### config.mk
export PLATFORM = sky130hd
export DESIGN_NAME = arb2way_8bit_stage_flat
export DESIGN_NICKNAME = d
export VERILOG_FILES = /design/src/rtl/arb2way_8bit_stage_pkg.sv /design/src/rtl/arb2way_8bit_stage_if.sv /design/src/rtl/arb2way_8bit_stage_mux2way_8bit.sv /design/src/rtl/arb2way_8bit_stage.sv /design/src/flat_wrapper.sv
export SDC_FILE = /design/constraint.sdc
export NUM_CORES = 1
export LEC_CHECK = 0
export BUFFER_PORTS_ARGS = -buffer_cell sky130_fd_sc_hd__buf_2
export CORE_AREA = 2 2 39 41
export DETAILED_ROUTE_END_ITERATION = 10
export DIE_AREA = 0 0 41 43
export HOLD_SLACK_MARGIN = 0.12
export PLACE_DENSITY = 0.83
export SETUP_SLACK_MARGIN = 0.5
export SYNTH_ARGS = -nofsm -noshare
export SYNTH_HDL_FRONTEND = slang
export SYNTH_SLANG_ARGS = --single-unit
### constraint.sdc
create_clock -name clk -period 2.4 [get_ports clk]
set_input_delay 0.48 -clock clk [delete_from_list [all_inputs] [get_ports clk]]
set_output_delay 0.48 -clock clk [all_outputs]
set_load 0.005 [all_outputs]
### src/rtl/arb2way_8bit_stage_pkg.sv
// Shared definitions for the two-way arbitrating output stage.
package arb2way_8bit_stage_pkg;

    // Default payload width of both producer channels and the output register.
    localparam int unsigned WIDTH_DEFAULT = 8;

    // Channel index. It is used for the mux address, out_src and last_grant.
    typedef enum logic {
        CH0 = 1'b0,
        CH1 = 1'b1
    } ch_e;

endpackage

### src/rtl/arb2way_8bit_stage_if.sv
// Handshake bundle: two producer channels in, one registered consumer channel out.
interface arb2way_8bit_stage_if
    import arb2way_8bit_stage_pkg::*;
#(
    parameter int unsigned WIDTH = WIDTH_DEFAULT
);

    logic             in0_valid;
    logic [WIDTH-1:0] in0_data;
    logic             in0_ready;
    logic             in1_valid;
    logic [WIDTH-1:0] in1_data;
    logic             in1_ready;
    logic             out_valid;
    logic [WIDTH-1:0] out_data;
    logic             out_src;
    logic             out_ready;

    // Environment side: drives the producers and the consumer's ready.
    modport master (
        output in0_valid, in0_data, in1_valid, in1_data, out_ready,
        input  in0_ready, in1_ready, out_valid, out_data, out_src
    );

    // Stage side.
    modport slave (
        input  in0_valid, in0_data, in1_valid, in1_data, out_ready,
        output in0_ready, in1_ready, out_valid, out_data, out_src
    );

endinterface

### src/rtl/arb2way_8bit_stage_mux2way_8bit.sv
// Existing two-way data select cell: address 0 picks in0, address 1 picks in1.
module mux2way_8bit
    import arb2way_8bit_stage_pkg::*;
#(
    parameter int unsigned WIDTH = WIDTH_DEFAULT
) (
    input  logic [WIDTH-1:0] in0,
    input  logic [WIDTH-1:0] in1,
    input  logic             address,
    output logic [WIDTH-1:0] mux_out
);

    // Pure combinational select.
    always_comb begin
        mux_out = (address == CH1) ? in1 : in0;
    end

endmodule

### src/rtl/arb2way_8bit_stage.sv
// Round-robin arbiter in front of a one-entry output register with its own handshake.
module arb2way_8bit_stage
    import arb2way_8bit_stage_pkg::*;
#(
    parameter int unsigned WIDTH = WIDTH_DEFAULT
) (
    input  logic                 clk,
    input  logic                 reset,
    arb2way_8bit_stage_if.slave  bus
);

    logic             out_valid_q;
    logic [WIDTH-1:0] out_data_q;
    ch_e              out_src_q;
    ch_e              last_grant;

    logic             load;
    logic             grant;
    ch_e              sel;
    logic [WIDTH-1:0] mux_out;
    logic             in0_ready;
    logic             in1_ready;

    mux2way_8bit #(
        .WIDTH (WIDTH)
    ) u_mux (
        .in0     (bus.in0_data),
        .in1     (bus.in1_data),
        .address (sel),
        .mux_out (mux_out)
    );

    // Arbitration: a lone requester wins outright. A tie goes to the channel not granted last.
    always_comb begin
        load      = ~out_valid_q | bus.out_ready;
        grant     = bus.in0_valid | bus.in1_valid;
        sel       = CH0;
        if (bus.in0_valid && bus.in1_valid) begin
            sel = (last_grant == CH0) ? CH1 : CH0;
        end else if (bus.in1_valid) begin
            sel = CH1;
        end
        in0_ready = 1'b0;
        in1_ready = 1'b0;
        if (!reset && load && grant) begin
            in0_ready = (sel == CH0);
            in1_ready = (sel == CH1);
        end
    end

    // Output register and round-robin pointer. The pointer moves only when a byte is taken.
    always_ff @(posedge clk) begin
        if (reset) begin
            out_valid_q <= 1'b0;
            out_data_q  <= '0;
            out_src_q   <= CH0;
            last_grant  <= CH1;
        end else if (load) begin
            if (grant) begin
                out_valid_q <= 1'b1;
                out_data_q  <= mux_out;
                out_src_q   <= sel;
                last_grant  <= sel;
            end else begin
                out_valid_q <= 1'b0;
            end
        end
    end

    assign bus.in0_ready = in0_ready;
    assign bus.in1_ready = in1_ready;
    assign bus.out_valid = out_valid_q;
    assign bus.out_data  = out_data_q;
    assign bus.out_src   = out_src_q;

endmodule

### src/flat_wrapper.sv
// flat-port wrapper written by rule: the top's interface ports become plain ports
module arb2way_8bit_stage_flat import arb2way_8bit_stage_pkg::*;
#(
    parameter int unsigned WIDTH = WIDTH_DEFAULT
)
  (clk, reset, bus_in0_valid, bus_in0_data, bus_in1_valid, bus_in1_data, bus_out_ready, bus_in0_ready, bus_in1_ready, bus_out_valid, bus_out_data, bus_out_src);
  arb2way_8bit_stage_if #(.WIDTH(WIDTH)) bus_i ();
  input  logic clk;
  input  logic reset;
  input wire logic [$bits(bus_i.in0_valid)-1:0] bus_in0_valid;
  input wire logic [$bits(bus_i.in0_data)-1:0] bus_in0_data;
  input wire logic [$bits(bus_i.in1_valid)-1:0] bus_in1_valid;
  input wire logic [$bits(bus_i.in1_data)-1:0] bus_in1_data;
  input wire logic [$bits(bus_i.out_ready)-1:0] bus_out_ready;
  output wire logic [$bits(bus_i.in0_ready)-1:0] bus_in0_ready;
  output wire logic [$bits(bus_i.in1_ready)-1:0] bus_in1_ready;
  output wire logic [$bits(bus_i.out_valid)-1:0] bus_out_valid;
  output wire logic [$bits(bus_i.out_data)-1:0] bus_out_data;
  output wire logic [$bits(bus_i.out_src)-1:0] bus_out_src;
  assign bus_i.in0_valid = bus_in0_valid;
  assign bus_i.in0_data = bus_in0_data;
  assign bus_i.in1_valid = bus_in1_valid;
  assign bus_i.in1_data = bus_in1_data;
  assign bus_i.out_ready = bus_out_ready;
  assign bus_in0_ready = bus_i.in0_ready;
  assign bus_in1_ready = bus_i.in1_ready;
  assign bus_out_valid = bus_i.out_valid;
  assign bus_out_data = bus_i.out_data;
  assign bus_out_src = bus_i.out_src;
  arb2way_8bit_stage #(.WIDTH(WIDTH)) u_core (.clk(clk), .reset(reset), .bus(bus_i));
endmodule
==> flow_summary.json <==
{
  "ys_types": 23,
  "fin_crit_ns": 1.74,
  "clk_latency_ns": 0.26,
  "power_density_nw_per_um2": 574,
  "path_max_fanout": 6,
  "wire_per_inst_um": 12.1,
  "gp_congestion": 0.736,
  "clk_pin_slew_ns": 0.07,
  "rsz0062_at_grt": "false",
  "core_um2": 1380,
  "hold_viol_final": 0,
  "yosysTopAreaCell": "dfxtp_1",
  "cts_setup_buffers": 0,
  "cts_max_level": 1,
  "syn_inst": 61,
  "status": "complete, no violations",
  "first_pass_iters": 5,
  "num_antenna_cells": 0,
  "netlist_area_um2": 557,
  "syn_nets": 82,
  "skew_ns": 0.00327,
  "row_count": 14,
  "cap_viol_max_count": 0,
  "antenna_found_initial": 0,
  "p_leak_nw": 0.336,
  "crit_path_start_kind": "register",
  "synth.top_cell.area_share_pct": 39.6,
  "worst_pin_slew_ns": 0.524,
  "cts_sinks": 11,
  "dpl.cell_count": 106,
  "clock.fmax_ghz": 0.575,
  "grt-ovfl-total": 0,
  "cts-buffers-inserted": 3,
  "die_x_um": 41,
  "num-nets-final": 116,
  "die_h_um": 43,
  "setup_viol": 0,
  "ys_top_cells_by_area": "dfxtp_1, a21oi_2, a311oi_1, nand2_1, a21bo_4",
  "ios": 33,
  "drtIter0Drc": 8,
  "drv_slew": 0,
  "critical_path_class": "reg2out",
  "max-slew-margin-rel_pct": 65.1,
  "async_flop_share_pct": 0,
  "grt.total_usage_pct": 16.3,
  "syn2layout_area_growth_pct": 33.5,
  "grt_max_degree": 14,
  "post-dp-hpwl_um": 1030,
  "port_buffers": 32,
  "fin_cells": 110,
  "ys_seq_area_share_pct": 39.6,
  "ctsRootBufferMaster": "clkbuf_4",
  "detail-route-antenna-nets": 0,
  "num_vias": 560,
  "synth_seq_cells": 11,
  "post-route-period-util_pct": 72.4,
  "cts.path.max_buffers": 2,
  "synth_area_per_cell_um2": 9.13,
  "viasPerCell": 5.09,
  "tns_ns": 0,
  "yosys_warnings": 0,
  "grt_pass1_wl_um": 2010,
  "start_util_pct": 40.2,
  "cts_tree": "done",
  "route.detailed.drc": 0,
  "cts_hold_buffers": 0,
  "fp.dieArea_um2": 1760,
  "synth_ff_type": "dfxtp_1",
  "grt_pass1_vias": 510,
  "totalWireLength_um": 1330,
  "worstPathArrival_ns": 1.26,
  "min_path_type": "in2reg",
  "drive_gt1_share_pct": 48.9,
  "ys_top_cells_by_count": "nand2_1, dfxtp_1, a21oi_2, a311oi_1",
  "synth_most_common_cell": "nand2_1",
  "worstPathRequired_ns": 1.92,
  "synth_edf_count": 0,
  "end_kind": "output port",
  "post_cts_resized": 0,
  "vdd_drop_max_mv": 0.341
}
-- registers in the layout, summed over array words and instances, names as in the netlist --
| register | cells |
|---|---|
| u_core.bus.out_data | 8 |
| u_core.bus.out_valid | 1 |
| u_core.bus.out_src | 1 |
| u_core.last_grant | 1 |
-- final timing paths --
path | to | depth (start not counted) | slack, ns | start
setup / recovery | bus_in0_ready | 3 | 0.66 | u_core.bus.out_valid
hold / removal | u_core.bus.out_data[1] | 2 | 0.44 | bus_in0_data[1]
setup reg to reg | u_core.bus.out_data[1] | 3 | 1.17 | u_core.bus.out_valid
hold reg to reg | u_core.bus.out_src | 2 | 0.48 | u_core.bus.out_src
-- cells by family (layout without fill, tap and decap cells) --
kind of cell	Yosys count	in the layout	synth area share (%)
buffers and inverters	3	36	3.59
AOI/OAI and AO/OA	22	22	32.1
and+or+nand+nor	25	25	24.7
DFF	11	11	39.6
-- area by class of cell --
class / instances / area (um^2)
sequential: 11 / 220
timing repair buffer: 32 / 160
clock buffer: 4 / 26.3
multi-input combinational: 47 / 317
fill: 141 / 641
tap: 16 / 20.0
-- power by group --
part / internal [mW] / switching [mW] / leakage, nW
sequential: 0.199 / 0.0103 / 0.0915
combinational: 0.0479 / 0.0469 / 0.230
clock: 0.0641 / 0.0586 / 0.0150
total: 0.311 / 0.116 / 0.336
-- metal layers --
metal / vias up / wire (um) / GRT usage (%)
met5: - / 0 / 0
met4: 0 / 15 / 6.00
met3: 2 / 133 / 5.76
met2: 22 / 569 / 23.4
met1: 244 / 611 / 21.9
li1: 292 / - / -
-- critical path, stage by stage, from the launching register on --
cell and delay, ns:
dfxtp_1 0.32, and2b_4 0.19, nor4b_2 0.31, buf_2 0.18
-- per-stage QoR --
step,setup slack [ns],cell area (um^2),hold WS [ns],power [mW],utilization (%)
2_1_floorplan,0.948,557,0.475,0.269,-
3_3_place_gp,0.737,717,0.490,0.307,51.8
3_5_place_dp,0.666,717,0.480,0.309,51.8
4_1_cts,0.646,743,0.437,0.433,53.7
5_1_grt,0.620,743,0.441,0.459,53.7
6_report,0.661,743,0.445,0.427,53.7
-- layout by cell type, fill, tap and decap left out, types with 2 or more instances in the layout --
| cell | instances |
|---|---|
| nor2_1 | 2 |
| a21oi_2 | 6 |
| nand2b_1 | 2 |
| o21ai_1 | 3 |
| nand2_1 | 13 |
| clkbuf_4 | 3 |
| buf_2 | 32 |
| dfxtp_1 | 11 |
| a21oi_1 | 3 |
| a311oi_1 | 6 |
Power figures use the tool's default switching activity.
